$ cat src/rtl/adder16_seq.sv
// Multi-cycle W-bit adder that time-multiplexes one external 16-bit adder,
// feeding it one slice per cycle (LSB first) with the carry chained through c_r.
module adder16_seq #(
  parameter int WORDS = 4
) (
  input  logic              clk,
  input  logic              rst_n,
  input  logic              start,
  input  logic [16*WORDS-1:0] a,
  input  logic [16*WORDS-1:0] b,
  input  logic              cin,
  output logic              busy,
  output logic              done,
  output logic [16*WORDS-1:0] sum,
  output logic              cout,
  output logic              overflow,
  output logic [15:0]       add_a,
  output logic [15:0]       add_b,
  output logic              add_cin,
  input  logic [15:0]       add_sum,
  input  logic              add_cout
);
  localparam int W  = 16 * WORDS;
  localparam int IW = $clog2(WORDS + 1);

  typedef enum logic [1:0] {IDLE, RUN, DONE} state_t;

  state_t        state;
  logic [IW-1:0] idx;
  logic [W-1:0]  a_r, b_r;
  logic          c_r;
  logic [15:0]   sel_a, sel_b;
  logic          last;

  always_comb begin
    sel_a = '0;
    sel_b = '0;
    for (int i = 0; i < WORDS; i++) begin
      if (idx == IW'(i)) begin
        sel_a = a_r[16*i +: 16];
        sel_b = b_r[16*i +: 16];
      end
    end
  end

  // adder inputs come only from registers, never from start
  assign add_a   = (state == RUN) ? sel_a : '0;
  assign add_b   = (state == RUN) ? sel_b : '0;
  assign add_cin = (state == RUN) ? c_r   : 1'b0;
  assign last    = (idx == IW'(WORDS - 1));

  always_ff @(posedge clk or negedge rst_n) begin
    if (!rst_n) begin
      state    <= IDLE;
      idx      <= '0;
      a_r      <= '0;
      b_r      <= '0;
      c_r      <= 1'b0;
      busy     <= 1'b0;
      done     <= 1'b0;
      sum      <= '0;
      cout     <= 1'b0;
      overflow <= 1'b0;
    end else begin
      case (state)
        IDLE: begin
          done <= 1'b0;
          if (start) begin
            a_r   <= a;
            b_r   <= b;
            c_r   <= cin;
            idx   <= '0;
            busy  <= 1'b1;
            state <= RUN;
          end
        end
        RUN: begin
          for (int i = 0; i < WORDS; i++)
            if (idx == IW'(i)) sum[16*i +: 16] <= add_sum;
          c_r <= add_cout;
          if (last) begin
            cout     <= add_cout;
            overflow <= (a_r[W-1] == b_r[W-1]) && (add_sum[15] != a_r[W-1]);
            done     <= 1'b1;
            state    <= DONE;
          end else begin
            idx <= idx + IW'(1);
          end
        end
        DONE: begin
          done  <= 1'b0;
          busy  <= 1'b0;
          state <= IDLE;
        end
        default: state <= IDLE;
      endcase
    end
  end
endmodule

$ cat config.mk
export PLATFORM = sky130hd
export DESIGN_NAME = adder16_seq
export DESIGN_NICKNAME = d
export VERILOG_FILES = /design/src/rtl/adder16_seq.sv
export SDC_FILE = /design/constraint.sdc
export NUM_CORES = 1
export LEC_CHECK = 0
export CAP_MARGIN = 20
export CORE_MARGIN = 5
export CORE_UTILIZATION = 27
export DETAILED_ROUTE_END_ITERATION = 8
export GPL_TIMING_DRIVEN = 0
export SYNTH_ARGS = -nofsm -noshare
export SYNTH_HDL_FRONTEND = slang
export SYNTH_SLANG_ARGS = --single-unit
$ cat constraint.sdc
create_clock -name clk -period 3.2 [get_ports clk]
set_input_delay 0.32 -clock clk [delete_from_list [all_inputs] [get_ports clk]]
set_output_delay 0.32 -clock clk [all_outputs]
set_load 0.1 [all_outputs]
Word level (Yosys, flattened, before mapping)
Index checks and enable logic that the tools add are counted.
{"block": "totals", "register_bits": 202, "input_bits": 149, "wordCells": 64}
{"block": "classes", "addsub": 1, "n_eq_ne": 10, "n_mux": 23, "n_reduce_logical": 17}
{"cell": "$mux 16", "count": 10}
{"cell": "$reduce_and 2->1", "count": 9}
{"cell": "$eq 3x2->1 const B", "count": 2}
{"cell": "$mux 3", "count": 2}
{"cell": "$ne 2x2->1 const B", "count": 3}
{"cell": "$pmux 1 s2", "count": 3}
{"cell": "$pmux 3 s2", "count": 1}
{"cell": "$reduce_bool 2->1", "count": 3}
{"cell": "$mux 1", "count": 4}
{"cell": "$mux 2", "count": 2}
{"cell": "$pmux 2 s2", "count": 1}
{"cell": "$add 3x1->3 const B", "count": 1}
{"cell": "$eq 3x1->1 const B", "count": 1}
{"cell": "$logic_not 3->1", "count": 1}
{"cell": "$reduce_and 3->1", "count": 1}
{"cell": "$eq 2x1->1 const B", "count": 1}
{"cell": "$eq 2x2->1 const B", "count": 1}
{"cell": "$logic_not 2->1", "count": 1}
{"cell": "$reduce_or 2->1", "count": 1}
{"cell": "$eq 1x1->1", "count": 1}
{"cell": "$logic_and 1x1->1", "count": 1}
{"cell": "$ne 1x1->1", "count": 1}

Longest topological paths before layout
Gate-level depths: netlist (run 1).
{"block": "logic_depth", "depth_word": 6, "depth_mapped": 8, "mapped_depth_nobuf": 5}

Worst setup path after synthesis (run 1)
Ideal clock, no wire load.
{"block": "synth_timing", "kind": "register to output", "start": "register idx[0]", "end": "output add_a[15]", "t_arrival_ns": 3.455, "t_required_ns": 2.880, "slack_ns": -0.575, "stages_incl_launch_ff": 6, "path_cell_list": "dfrtp_1 ha_1 ha_1 nor4b_4 o21ai_0 o21ai_0"}
{"block": "synth_between", "elab_chain_len": 6}
{"element": "start, declared", "line": "29", "source": "logic [IW-1:0] idx;"}
{"element": "start signal, assigned", "line": "87", "source": "idx <= idx + IW'(1);"}
{"element": "$logic_not 3->1", "line": "39", "source": "if (idx == IW'(i)) begin"}
{"element": "$mux 16 (3 in series)", "line": "39"}
{"element": "$mux 16 *", "line": "39"}
{"element": "$mux 16 *", "line": "47", "source": "assign add_a = (state == RUN) ? sel_a : '0;"}
{"element": "end, declared", "line": "17", "source": "output logic [15:0] add_a,"}
Every way passes the cells marked *; elsewhere a longest branch is shown, timed or not.

Final worst setup path (run 1)
Same ends and word-level chain as after synthesis.

==> results of run 1 <==
-- logic make-up (layout without fill, tap and decap cells) --
family                   Yosys count  after routing  share of synthesized area
AO/OA/AOI/OAI                    110            110                     0.0789
adder cells (fa/ha/maj)            5              5                    0.00707
buffers and inverters             51            348                     0.0474
flip-flops                       202            202                      0.571
multiplexers                     194            194                      0.266
other                              0              1                          0
AND/OR/NAND/NOR                   50             50                     0.0300
-- final timing paths --
path,from,end,cells past startpoint
hold / removal,rst_n,sum[13],2
setup / recovery,idx[0],add_a[15],8
setup reg to reg,idx[1],sum[50],6
min in group clk,b[47],b_r[47],2
hold reg to reg,b_r[34],b_r[34],1
max in group asynchronous,rst_n,a_r[23],3
-- stage by stage --
step / hold WS, ns / instance area (um^2) / std cells / setup WS [ns] / setup TNS [ns]
2_1_floorplan: 0.0244 / 8850 / 612 / 0.0882 / 0
3_3_place_gp: 0.462 / 11900 / 1303 / -7.20 / -1459.05
3_5_place_dp: 0.273 / 12000 / 1305 / -0.494 / -10.07
4_1_cts: 0.314 / 12800 / 1351 / 0.00693 / 0
5_1_grt: 0.354 / 12800 / 1351 / 0.0224 / 0
6_report: 0.314 / 12800 / 1352 / 0.152 / 0
-- what timing repair did --
item                                   in CTS  in global routing
buffers inserted                            3                  0
hold buffers                                1                  0
endpoints found under the hold margin      52                  0
pin swaps                                   1                  0
setup endpoints to repair                  32                 14
cloned                                      0                  0
resized for setup                         192                 14
-- cells in the final DEF (no fill, tap or decap), types with 2 or more instances in the layout --
master / count
ha_1: 4
a21oi_1: 3
clkbuf_4: 3
and4_4: 2
buf_6: 31
nor2b_1: 2
inv_2: 2
bufinv_16: 4
a221oi_1: 32
clkinv_2: 3
clkbuf_16: 25
nor2_1: 3
nand2b_1: 2
buf_16: 2
clkbuf_2: 5
clkdlybuf4s50_1: 216
mux2_2: 76
buf_2: 5
o21ai_0: 34
a22o_1: 4
inv_1: 3
buf_4: 30
mux2_1: 74
clkbuf_1: 10
nand2_1: 33
dfrtp_1: 202
and3b_1: 2
mux2_4: 44
clkbuf_8: 5
o21ai_1: 32
-- final cells by class --
| cell class | count | area (um^2) | share of cell area |
|---|---|---|---|
| sequential | 202 | 5050 | 0.395 |
| timing repair buffer | 255 | 2520 | 0.197 |
| clock buffer | 35 | 713 | 0.0558 |
| clock inverter | 8 | 144 | 0.0112 |
| buffer | 45 | 410 | 0.0321 |
| tap | 442 | 553 | 0.0432 |
| antenna | 1 | 2.50 | 0.000196 |
| multi-input combinational | 359 | 3380 | 0.264 |
| inverter | 5 | 18.8 | 0.00147 |
-- state kept, by name (all words and copies together), names as in the netlist --
signal	count
a_r	64
b_r	64
busy	1
c_r	1
cout	1
done	1
idx	3
overflow	1
state	2
sum	64
-- worst max-delay path, cell delays in order, from the launching register on --
cell,delay (ns)
dfrtp_1,0.41
ha_1,0.22
ha_1,0.29
nor4b_4,0.30
buf_4,0.19
buf_4,0.12
o21ai_0,0.07
o21ai_1,0.11
buf_2,0.46
-- routing by layer --
| metal | global-route usage | vias up | share of wire |
|---|---|---|---|
| met5 | 0 | - | 0.0023 |
| met4 | 0.0329 | 10 | 0.024 |
| met3 | 0.0447 | 48 | 0.077 |
| met2 | 0.232 | 179 | 0.46 |
| met1 | 0.184 | 3024 | 0.44 |
| li1 | - | 2800 | - |
==> summary.md, run 1 <==
| Metric | Value |
|---|---|
| Sequential area share after synthesis | 0.571 |
| Syn Inst Count | 612 |
| Root buf cell | clkbuf_16 |
| GPL Wtd Cong | around 0.75 |
| Top post-synthesis cells by area | dfrtp_1 57%, mux2_2 9.7%, mux2_1 9.4%, mux2_4 7.5%, buf_6 3.4% |
| Yosys cell types | 33 |
| Via density per instance | 4.48 |
| Initial DRC Count | between 150 and 200 |
| Core area | approximately 0.032 mm^2 |
| Post-synth EDFFs | 0 |
| Layout cell share with drive strength beyond 1 | 0.270 |
| Syn avg cell area | 14.5 um^2 |
| Vias post-DR | 6,061 |
| Fraction of registers with async set/reset | 1.00 |
| Dpl hpwl | between 15 and 20 mm |
| Clock Latency Late Sink | between 0.5 and 0.6 ns |
| IO buf count | between 200 and 250 |
| CP Capture Type | output pin |
| Largest net degree at the start of global routing | 87 |
| Hold WC Path Type | input port to async pin |
| Slew Viols, Final | 0 |
| Synth Warn # | 0 |
| Clock sink count | roughly 200 |
| Synthesized flop and latch total | between 200 and 250 |
| RSZ-0062 raised after global routing | no |
| Die Area | roughly 0.036 mm^2 |
| Clk pin slew, worst setup/hold paths | about 0.06 ns |
| Most used DFF post-synth | dfrtp_1 |
| Antenna-violating nets left | 0 |
| CTS Buffer Depth | 3 |
| Worst slew pin tran | ~1.1 ns |
| Area delta synth->final | 44.6% |
| Fin nets | between 1,000 and 1,500 |
| Synth Cell Area | 0.00885 mm^2 |
| Top cell type's share of synthesized area | 0.571 |
| Wirelength per Cell | approximately 20 um |
| GRT Util Overall | 0.141 |
| Site Rows | 66 |
| CP Launch Type | register |
| Reg-to-reg setup timing slack | ~1.2 ns |
| Slew HR | 0.271 |
| # IOs | between 200 and 300 |
| Initial antenna violation count | 5 |
| TritonRoute pass-1 iters | 4 |
| Die width | about 190 um |
| CTS tree | yes |
| Final Critical Period | 3.05 ns |
| Drt drc | 0 |
| Crit path DAT | roughly 2.7 ns |
| Vias in the first global route | ~6,700 |
| Required @ worst endpoint | 2.88 ns |
| DIE HEIGHT | around 190 um |
| Clock Skew | around 0.02 ns |
| Net Count, Synth | 766 |
| Max-Cap Viols | 0 |
| Post-synth top cells | 202 x dfrtp_1, 76 x mux2_2, 74 x mux2_1, 44 x mux2_4, 36 x o21ai_0 |
| # H-tree levels | 1 |
| Maximum fanout along the worst path | 8 |
| Core Util, Final | 0.394 |
| Final setup vio count | 0 |
| Starting density of the core | 0.273 |
| Area leader, netlist | dfrtp_1 |
| WS Path Type | register to output pin |
| Inserted Clock Buffers | 25 |
| Fill count | a little over 3,000 |
| Count leader, synth | dfrtp_1 |
| Status | complete, no violations |
| Crit share post-route | 0.952 |
| Hold Fails Final Rpt | 0 |
| Gr ovfl total | 0 |
| Global-route wire length before repair | between 40 and 50 mm |
| Fmax | around 330 MHz |
| Drt total wl | roughly 26 mm |
Power of run 1 is not shown: default switching activity piles up to over one toggle a cycle in this logic, so the estimate is an artifact.
==> inputs of run 2 (changes only) <==
- CORE_UTILIZATION: 27 -> 44
- PLACE_DENSITY: default -> 0.75
- SKIP_LAST_GASP: default -> 1
==> summary.md, run 2 (synthesized netlist as in run 1, its figures left out) <==
| Metric | Value |
|---|---|
| CTS tree | yes |
| Fmax | 328 MHz (about the same) |
| Initial antenna violation count | 0 (-5) |
| Core Util, Final | 0.625 (+0.231) |
| Commonest non-fill, non-tap cells in the layout | 216 x clkdlybuf4s50_1, 202 x dfrtp_1, 76 x mux2_2 |
| Buffers and inverters on the worst path | 3 (unchanged) |
| Largest net degree at the start of global routing | 103 (+18%) |
| Vias post-DR | 6,136 (+1.2%) |
| Site Rows | 51 (-23%) |
| RSZ-0062 raised after global routing | no |
| # H-tree levels | 1 (unchanged) |
| CP max stage cell | clkdlybuf4s15_2 |
| TritonRoute pass-1 iters | 5 (+1) |
| Clock Latency Late Sink | 0.52 ns (about the same) |
| RR Startpoint | idx[0] |
| Peak per-stage delay on the critical path | 0.59 ns (+0.13 ns) |
| Crit share post-route | 0.952 (about the same) |
| Gr ovfl total | 0 (unchanged) |
| Drt drc | 0 (unchanged) |
| Worst hold endpoint | a_r[8] |
| # IOs | 250 (unchanged) |
| CP delay by family, top | buffers and inverters |
| Hold Fails Final Rpt | 0 (unchanged) |
| Max-Cap Viols | 0 (unchanged) |
| WS Path Type | register to output pin |
| Core area | 0.0197 mm^2 (-39%) |
| Status | complete, no violations |
| R2R Path End | sum[32] |
| Crit path DAT | 2.72 ns (about the same) |
| Dpl hpwl | 17.3 mm (-9.7%) |
| CTS Buffer Depth | 3 (unchanged) |
| Clock Skew | 0.0265 ns (+0.00658 ns) |
| Ant diodes | 0 (-1) |
| Global-route wire length before repair | 38.4 mm (-4.4%) |
| Layout cell share with drive strength beyond 1 | 0.258 (-0.0117) |
| Reg-to-reg setup timing slack | 1.19 ns (-0.03 ns) |
| Maximum fanout along the worst path | 10 (+2) |
| Worst slew pin tran | 1.04 ns (-0.0527 ns) |
| Biggest regs | a_r x64, b_r x64, sum x64 |
| Die width | 152 um (-21%) |
| Clk pin slew, worst setup/hold paths | 0.06 ns (about the same) |
| Final Critical Period | 3.04 ns (-0.00287 ns) |
| Final setup vio count | 0 (unchanged) |
| Inserted Clock Buffers | 22 (-12%) |
| Initial DRC Count | 173 (-2.3%) |
| Most common cell after layout, fill and taps aside | clkdlybuf4s50_1 |
| Clock sink count | 202 (unchanged) |
| Fill count | 1,605 (-48%) |
| Vias in the first global route | 6,702 (+0.21%) |
| Wirelength per Cell | 20.5 um (+5.0%) |
| Die Area | 0.0230 mm^2 (-37%) |
| IO buf count | 249 (unchanged) |
| Fin nets | 1,042 (-0.48%) |
| CP Capture Type | output pin |
| Starting density of the core | 0.450 (+0.178) |
| R2r worst-path depth | 6 (unchanged) |
| GPL Wtd Cong | 0.753 (+0.78%) |
| Hold_sp | a[8] |
| Slew HR | 0.306 (+0.0352) |
| Hold path depth | 2 |
| Drt total wl | 23.8 mm (-9.8%) |
| CP Launch Type | register |
| GRT Util Overall | 0.203 (+0.0620) |
| Antenna-violating nets left | 0 (unchanged) |
| Hold WC Path Type | input port to register |
| Required @ worst endpoint | 2.88 ns (about the same) |
| Critical path, cell by cell | ha_1 > ha_1 > and3b_1 > buf_6 > buf_6 > nand2_1 > o21ai_1 > clkdlybuf4s15_2 |
| Root buf cell | clkbuf_16 |
| DIE HEIGHT | 152 um (-21%) |
| Area delta synth->final | 38.9% |
| Slew Viols, Final | 0 (unchanged) |
| Via density per instance | 5.29 (+18%) |
==> run 2: per-layer routing <==
metal	up-vias	share of wire	global-route usage
met3	36	0.061	0.0469
li1	2777	-	-
met1	3113	0.44	0.269
met5	-	0	0
met4	0	0.021	0.0509
met2	210	0.48	0.341
==> run 2: area by class of cell <==
type | count | area [um^2] | area share
Inverter | 5 | 18.8 | 0.00153
Sequential cell | 202 | 5050 | 0.411
Clock inverter | 3 | 26.3 | 0.00214
Tap cell | 265 | 332 | 0.0270
Timing Repair Buffer | 253 | 2480 | 0.202
Multi-Input combinational cell | 359 | 3380 | 0.275
Clock buffer | 29 | 597 | 0.0486
Buffer | 45 | 404 | 0.0329
==> run 2: worst max path at each step <==
stage	start	to	slack, ns	cells after the start
2_1_floorplan	idx[0]	add_a[0]	0.09	6
3_3_place_gp	rst_n	b_r[42]	-6.74	1
3_5_place_dp	idx[0]	add_a[4]	-0.28	8
4_1_cts	idx[0]	add_a[2]	-0.11	8
5_1_grt	idx[1]	add_a[7]	0.02	9
6_report	idx[1]	add_b[15]	0.16	8
==> run 2: per-stage QoR <==
stage / instances / setup slack (ns) / hold slack (ns) / setup TNS (ns) / instance area [um^2]
global route: 1161 / 0.0213 / 0.395 / 0 / 12300
floorplan: 612 / 0.0882 / 0.0244 / 0 / 8850
CTS: 1162 / -0.111 / 0.390 / -0.638 / 12200
finish: 1161 / 0.155 / 0.400 / 0 / 12300
global placement: 1126 / -6.74 / 0.464 / -1364.97 / 11700
detailed placement: 1127 / -0.280 / 0.418 / -6.71 / 11700
==> run 2: what timing repair did <==
item,CTS,global route
resized for setup,171,28
endpoints found under the setup margin,32,30
hold buffers,1,0
buffers inserted,2,0
endpoints found under the hold margin,101,0
Power of run 2 is left out for the same reason.
